<file path="src/rtl/dma_engine_if.sv">
// -----------------------------------------------------------------------------
// dma_engine_if
// Groups the command, status and SRAM-arbiter signals of the DMA copy engine.
//   Command : cmd_valid, cmd_ready, cmd_src, cmd_dst, cmd_len
//   Status  : busy, remaining, done
//   SRAM    : mem_req, mem_gnt, mem_addr, mem_we, mem_di, mem_do
// Modports:
//   master - the DMA engine (drives ready/status and the SRAM request side)
//   slave  - the environment (command source, arbiter and SRAM)
// -----------------------------------------------------------------------------
interface dma_engine_if;
  logic        cmd_valid;
  logic        cmd_ready;
  logic [15:0] cmd_src;
  logic [15:0] cmd_dst;
  logic [15:0] cmd_len;
  logic        busy;
  logic [15:0] remaining;
  logic        done;
  logic        mem_req;
  logic        mem_gnt;
  logic [15:0] mem_addr;
  logic        mem_we;
  logic [31:0] mem_di;
  logic [31:0] mem_do;

  modport master (
    input  cmd_valid, cmd_src, cmd_dst, cmd_len, mem_gnt, mem_do,
    output cmd_ready, busy, remaining, done, mem_req, mem_addr, mem_we, mem_di
  );

  modport slave (
    output cmd_valid, cmd_src, cmd_dst, cmd_len, mem_gnt, mem_do,
    input  cmd_ready, busy, remaining, done, mem_req, mem_addr, mem_we, mem_di
  );
endinterface

</file>
<file path="src/rtl/dma_engine.sv">
// -----------------------------------------------------------------------------
// dma_engine
// Single-channel word copy engine sharing one SRAM through an arbiter.
// Each word is read (RD), its data captured one cycle later (RDW) and then
// written (WR); with the grant held high a word takes three cycles.
// Ports:
//   clk    - rising-edge clock
//   reset  - asynchronous, active-high reset; abandons any transfer
//   bus    - dma_engine_if.master: command handshake, busy/remaining/done
//            status and the SRAM request/grant/address/data signals
// Optional feature (macro DMA_OVERLAP_EN): when the destination starts inside
// the source block (src < dst < src + len, no wrap) the copy runs from the
// top word downwards so source words are read before being overwritten.
// Without the macro the copy is always ascending.
// -----------------------------------------------------------------------------
module dma_engine (
  input  logic         clk,
  input  logic         reset,
  dma_engine_if.master bus
);

  typedef enum logic [1:0] {IDLE, RD, RDW, WR} state_t;

  state_t      state, state_nxt;
  logic [15:0] src_addr, dst_addr, rem;
  logic [31:0] data;
  logic        done_r;
  logic        desc;
  logic        accept, wr_fire, last_word;
  logic        overlap;
  logic [15:0] start_src, start_dst, step;

  assign accept    = bus.cmd_valid && (state == IDLE);
  assign wr_fire   = (state == WR) && bus.mem_gnt;
  assign last_word = (rem == 16'd1);

`ifdef DMA_OVERLAP_EN
  // 17-bit end address so the overlap test never wraps.
  logic [16:0] src_end;
  assign src_end = {1'b0, bus.cmd_src} + {1'b0, bus.cmd_len};
  assign overlap = (bus.cmd_src < bus.cmd_dst) && ({1'b0, bus.cmd_dst} < src_end);
`else
  assign overlap = 1'b0;
`endif

  // Descending copies start at the last word of each block.
  assign start_src = overlap ? bus.cmd_src + bus.cmd_len - 16'd1 : bus.cmd_src;
  assign start_dst = overlap ? bus.cmd_dst + bus.cmd_len - 16'd1 : bus.cmd_dst;
  assign step      = desc ? 16'hFFFF : 16'h0001;

  assign bus.remaining = rem;
  assign bus.done      = done_r;

  always_ff @(posedge clk or posedge reset) begin
    if (reset) state <= IDLE;
    else       state <= state_nxt;
  end

  always_comb begin
    state_nxt     = state;
    bus.cmd_ready = 1'b0;
    bus.busy      = 1'b0;
    bus.mem_req   = 1'b0;
    bus.mem_we    = 1'b0;
    bus.mem_addr  = 16'd0;
    bus.mem_di    = 32'd0;
    case (state)
      IDLE: begin
        bus.cmd_ready = 1'b1;
        // A zero-length command is accepted but never leaves IDLE.
        if (bus.cmd_valid && (bus.cmd_len != 16'd0)) state_nxt = RD;
      end
      RD: begin
        bus.busy     = 1'b1;
        bus.mem_req  = 1'b1;
        bus.mem_addr = src_addr;
        if (bus.mem_gnt) state_nxt = RDW;
      end
      RDW: begin
        bus.busy  = 1'b1;
        state_nxt = WR;
      end
      WR: begin
        bus.busy     = 1'b1;
        bus.mem_req  = 1'b1;
        bus.mem_we   = 1'b1;
        bus.mem_addr = dst_addr;
        bus.mem_di   = data;
        if (bus.mem_gnt) state_nxt = last_word ? IDLE : RD;
      end
      default: state_nxt = IDLE;
    endcase
  end

  always_ff @(posedge clk or posedge reset) begin
    if (reset) begin
      src_addr <= 16'd0;
      dst_addr <= 16'd0;
      rem      <= 16'd0;
      data     <= 32'd0;
      done_r   <= 1'b0;
      desc     <= 1'b0;
    end else begin
      done_r <= 1'b0;
      if (accept) begin
        src_addr <= start_src;
        dst_addr <= start_dst;
        rem      <= bus.cmd_len;
        desc     <= overlap;
        if (bus.cmd_len == 16'd0) done_r <= 1'b1;
      end
      // SRAM read data arrives one cycle after the granted read.
      if (state == RDW) data <= bus.mem_do;
      if (wr_fire) begin
        rem      <= rem - 16'd1;
        src_addr <= src_addr + step;
        dst_addr <= dst_addr + step;
        if (last_word) done_r <= 1'b1;
      end
    end
  end

endmodule

</file>
<file path="src/flat_wrapper.sv">
// flat-port wrapper written by rule: the top's interface ports become plain ports
module dma_engine_flat 
  (clk, reset, bus_cmd_valid, bus_cmd_src, bus_cmd_dst, bus_cmd_len, bus_mem_gnt, bus_mem_do, bus_cmd_ready, bus_busy, bus_remaining, bus_done, bus_mem_req, bus_mem_addr, bus_mem_we, bus_mem_di);
  dma_engine_if bus_i ();
  input  logic clk;
  input  logic reset;
  input wire logic [$bits(bus_i.cmd_valid)-1:0] bus_cmd_valid;
  input wire logic [$bits(bus_i.cmd_src)-1:0] bus_cmd_src;
  input wire logic [$bits(bus_i.cmd_dst)-1:0] bus_cmd_dst;
  input wire logic [$bits(bus_i.cmd_len)-1:0] bus_cmd_len;
  input wire logic [$bits(bus_i.mem_gnt)-1:0] bus_mem_gnt;
  input wire logic [$bits(bus_i.mem_do)-1:0] bus_mem_do;
  output wire logic [$bits(bus_i.cmd_ready)-1:0] bus_cmd_ready;
  output wire logic [$bits(bus_i.busy)-1:0] bus_busy;
  output wire logic [$bits(bus_i.remaining)-1:0] bus_remaining;
  output wire logic [$bits(bus_i.done)-1:0] bus_done;
  output wire logic [$bits(bus_i.mem_req)-1:0] bus_mem_req;
  output wire logic [$bits(bus_i.mem_addr)-1:0] bus_mem_addr;
  output wire logic [$bits(bus_i.mem_we)-1:0] bus_mem_we;
  output wire logic [$bits(bus_i.mem_di)-1:0] bus_mem_di;
  assign bus_i.cmd_valid = bus_cmd_valid;
  assign bus_i.cmd_src = bus_cmd_src;
  assign bus_i.cmd_dst = bus_cmd_dst;
  assign bus_i.cmd_len = bus_cmd_len;
  assign bus_i.mem_gnt = bus_mem_gnt;
  assign bus_i.mem_do = bus_mem_do;
  assign bus_cmd_ready = bus_i.cmd_ready;
  assign bus_busy = bus_i.busy;
  assign bus_remaining = bus_i.remaining;
  assign bus_done = bus_i.done;
  assign bus_mem_req = bus_i.mem_req;
  assign bus_mem_addr = bus_i.mem_addr;
  assign bus_mem_we = bus_i.mem_we;
  assign bus_mem_di = bus_i.mem_di;
  dma_engine u_core (.clk(clk), .reset(reset), .bus(bus_i));
endmodule
</file>
<file path="config.mk">
export PLATFORM = sky130hd
export DESIGN_NAME = dma_engine_flat
export DESIGN_NICKNAME = d
export VERILOG_FILES = /design/src/rtl/dma_engine_if.sv /design/src/rtl/dma_engine.sv /design/src/flat_wrapper.sv
export SDC_FILE = /design/constraint.sdc
export NUM_CORES = 1
export LEC_CHECK = 0
export BUFFER_PORTS_ARGS = -buffer_cell sky130_fd_sc_hd__buf_4
export CAP_MARGIN = 5
export CORE_MARGIN = 3
export CORE_UTILIZATION = 32
export DETAILED_ROUTE_END_ITERATION = 16
export PLACE_DENSITY = 0.55
export SLEW_MARGIN = 20
export SYNTH_ARGS = -nofsm -noshare
export SYNTH_HDL_FRONTEND = slang
export SYNTH_SLANG_ARGS = --single-unit
</file>
<file path="constraint.sdc">
create_clock -name clk -period 3.82 [get_ports clk]
set_clock_uncertainty 0.2 [all_clocks]
set_input_delay 1.146 -clock clk [delete_from_list [all_inputs] [get_ports clk]]
set_output_delay 1.146 -clock clk [all_outputs]
set_load 0.05 [all_outputs]
</file>
# Word-level counts from Yosys, hierarchy flattened
# Index checks and enable logic that the tools add are counted.
# op_classes
addsub	3
eq_ne	7
mux	21
n_reduce_logical	10
# op_table
op	count
$mux 16	6
$add 16x1->16 const B	2
$mux 32	1
$pmux 16 s2	1
$eq 16x1->1 const B	1
$logic_not 16->1	1
$reduce_bool 16->1	1
$sub 16x1->16 const B	1
$mux 1	9
$pmux 2 s4	1
$mux 2	3
$ne 2x2->1 const B	3
$eq 2x2->1 const B	2
$logic_and 1x1->1	3
$reduce_and 3->1	1
$reduce_or 3->1	1
$eq 2x1->1 const B	1
$logic_not 2->1	1
$reduce_bool 2->1	1
$reduce_or 2->1	1
# word_totals
ff_bits	83
elab_cells	47

# Longest topological paths before layout
# logic_depth
word_depth	5
mapped_depth	8
ltp_nobuf	7

# Least setup slack after synthesis
# No wires, ideal clock.
# synth_path
path_type	flip-flop to output port
from	reg u_core.state[1]
to	out bus_mem_addr[15]
arrival_ps	1850
slack_ps	624
stages_incl_launch_ff	5
n_path_buf	2
cell_sequence	dfrtp_1 > ha_1 > buf_2 > clkbuf_1 > a22o_1
# synth_via
elab_chain_cells	2
# synth_lines
item	line	source
from (decl)	dma_engine.sv:24	state_t state, state_nxt;
from (signal assigned)	dma_engine.sv:56	else state <= state_nxt;
$eq 2x2->1 or $eq 2x1->1 (tied branches)	dma_engine.sv:67	case (state)
$pmux 16 s2 (*)	dma_engine.sv:67	
to (decl)	flat_wrapper.sv:18	output wire logic [$bits(bus_i.mem_addr)-1:0] bus_mem_addr;
# Every way passes the cells marked *; elsewhere a longest branch is shown, timed or not.

# Worst setup path in the final report
# layout_path
from	reg u_core.state[1]
to	out bus_mem_addr[10]
# The elaborated chain is that of the path after synthesis.

==> flow_metrics.tcl <==
set metrics [dict create \
    min_period_ns 3.286 \
    ys_seq_elements 83 \
    cts_root_buf "clkbuf_16" \
    ctsResizeCount 0 \
    fp.coreArea_um2 13450 \
    io_buffers 152 \
    overflow 0 \
    rows 42 \
    drt_iter0_drc 235 \
    critPathLaunchType "register" \
    grt_pass1_wl_um 22540 \
    slew_violations 0 \
    max_clock_freq_mhz 304.3 \
    insertion_delay_ns 0.34 \
    antenna_found_initial 0 \
    ios 153 \
    maxCapViolations 0 \
    avgSynthCellArea_um2 9.607 \
    cts.clk_slew.worst_paths_ns 0.06 \
    clockBufferDepth 2 \
    n_fill_cell 1300 \
    path_class "reg2out" \
    grt_usage_pct 18.08 \
    synth_area_um2 4477 \
    grt_pass1_vias 4107 \
    antenna_left 0 \
    synth_top_area_share_pct 46.39 \
    ys_types 44 \
    drc 0 \
    crit_slowest_cell "ha_1" \
    htreeDepth 3 \
    fin_crit_sh_pct 86.01 \
    syn_to_final_growth_pct 36.95 \
    reg2reg_slack_ns 1.22 \
    die_area_um2 15450 \
    hp-class "reg2reg" \
    drive_above_1_share_pct 35.76 \
    crit_chain "inv_1 -> ha_1 -> a22o_1 -> buf_4" \
    endpoint_kind "primary output" \
    slowest_delay_ns 0.58 \
    syn_inst 466 \
    nets 707 \
    wirelength_um 14090 \
    synthesis.nets 559 \
    vdd.ir_drop.worst_uv 613.9 \
    synth.area.top_cells "dfrtp_1 46%, mux2_2 8.0%, and2_1 4.5%" \
    post_drt_wl_per_cell_um 17.75 \
    crit_arrival_ns 1.94 \
    power_density_nw_per_um2 1006 \
    cts_buffers 9 \
    cts_tree "done" \
    outcome "finished clean" \
    dieWidth_um 124.3 \
    rsz0062_at_grt "no" \
    insertedDiodeCount 0 \
    dp_hpwl_um 10390 \
    max_slew.worst_pin.slew_ns 0.8254 \
    cts_hold_buf 0 \
    avgViaCountPerCell 5.305 \
    cts_setup_buffers 0 \
    die_y_um 124.3 \
    cts_sinks 83 \
    initial_core_util_pct 33.28 \
    synth-edff-count 0 \
    critPathMaxFanout 17 \
    ys_async_sr_fraction_pct 100.0 \
    fin_util_pct 45.57 \
    vias 4212 \
    slew_headroom_pct 44.91 \
    setup_viol 0 \
    tns_ns 0 \
    synth_warnings 0 \
    hold_viol 0 \
    drt-pass1-iter-count 4 \
    leakagePower_nw 2.771 \
    yosysTopAreaCell "dfrtp_1" \
    seq_area_frac_synth_pct 46.39 \
    grt_start_max_net_pins 47 \
    ys.flop_type "dfrtp_1" \
    required_ns 2.47 \
    place_congestion 0.8210 \
]
## critical path: cells and delay by family (launching register included)
family | cells | cell delay (ns)
flops | 1 | 0.41
buf+inv | 2 | 0.32
compound gates | 1 | 0.27
fa+ha+maj | 1 | 0.58
## Yosys cell counts, types with 2 or more instances
cell	count
buf_1	3
a21oi_1	20
nand2_1	32
ha_1	9
nor3_1	15
o211ai_1	6
and2_1	32
o31ai_1	2
a221o_1	5
o21ai_0	25
or3_1	4
nand4_1	10
a211oi_1	7
nand3_1	18
or4_4	2
mux2i_1	5
dfrtp_1	83
or2_2	3
mux2_2	32
clkbuf_1	20
o22ai_1	9
nor4_1	10
a22o_1	16
inv_1	13
and3_1	7
a22oi_1	4
buf_2	3
nor2_1	47
a311oi_1	7
o311ai_0	3
## final cells by class
type / instances / area [um2] / share of cell area [%]
multi-input cells: 344 / 2252 / 36.73
well taps: 176 / 220.2 / 3.592
flip-flops and latches: 83 / 2077 / 33.88
clock buffers: 13 / 260.3 / 4.245
inverters: 13 / 50.05 / 0.8163
repair buffers: 163 / 1236 / 20.16
clock inverters: 2 / 35.03 / 0.5714
## logic make-up after synthesis
logic type	Yosys count	share of synthesized area, %
mux	37	9.167
simple gates	187	21.46
fa+ha+maj	9	2.515
buf+inv	39	3.354
flops	83	46.39
compound gates	111	17.10
## registers in the layout, summed over array words and instances (netlist names)
signal                flops
u_core.src_addr          16
u_core.data              32
u_core.bus.remaining     16
u_core.dst_addr          16
u_core.state              2
u_core.bus.done           1
## per-layer routing
metal	part of all wire (%)	vias to the layer above	GRT usage (%)	wire length, um
met4	1.4	0	7.028	191
met5	0	-	0	0
met1	46	2006	25.31	6451
li1	-	2004	-	-
met2	45	189	27.13	6376
met3	7.6	13	4.202	1073
## path summary, 6_finish.rpt
path / endpoint / cells past startpoint / start
worst max-delay path: bus_mem_addr[10] / 4 / u_core.state[1]
worst min-delay path: u_core.data[19] / 1 / u_core.data[19]
worst max register to register: u_core.bus.remaining[11] / 6 / u_core.state[0]
worst min register to register: u_core.data[19] / 1 / u_core.data[19]
max in group asynchronous: u_core.dst_addr[0] / 3 / reset
min in group asynchronous: u_core.data[22] / 2 / reset
## metrics by stage
| step | area [um2] | power (mW) | setup WS, ns | hold WS, ns | instances |
|---|---|---|---|---|---|
| 2_1_floorplan | 4477 | 4.197 | 0.3372 | 0.2721 | 466 |
| 3_3_place_gp | 5836 | 5.245 | 0.9310 | 0.2798 | 779 |
| 3_5_place_dp | 5836 | 5.309 | 0.8650 | 0.2878 | 779 |
| 4_1_cts | 6131 | 6.216 | 0.5143 | 0.3016 | 794 |
| 5_1_grt | 6131 | 6.549 | 0.3896 | 0.3077 | 794 |
| 6_report | 6131 | 6.166 | 0.5343 | 0.2969 | 794 |
## power breakdown
part	leakage (nW)	total, mW	switching (mW)	internal, mW
Sequential	0.961	1.75	0.443	1.31
Clock	0.146	0.880	0.342	0.538
Combinational	1.66	3.54	2.28	1.25
## placed cells by master, fill, tap and decap left out, drive strengths merged, types with 2 or more instances in the layout
cell type and count:
o31ai 2, a221o 5, nand3 19, o21ai 25, inv 12, nand2b 2, buf 163, and2 33
nor4 10, and3 7, o311ai 3, mux2 32, nor3 15, or3 4, o22ai 9, or4 3
a311oi 7, clkbuf 13, dfrtp 83, a211oi 7, o211ai 7, clkinv 2, a22o 16, a21oi 20
a22oi 4, nand2 32, mux2i 5, ha 9, or2 3, nand4 10, nor2 47
(Power assumes the default switching activity.)
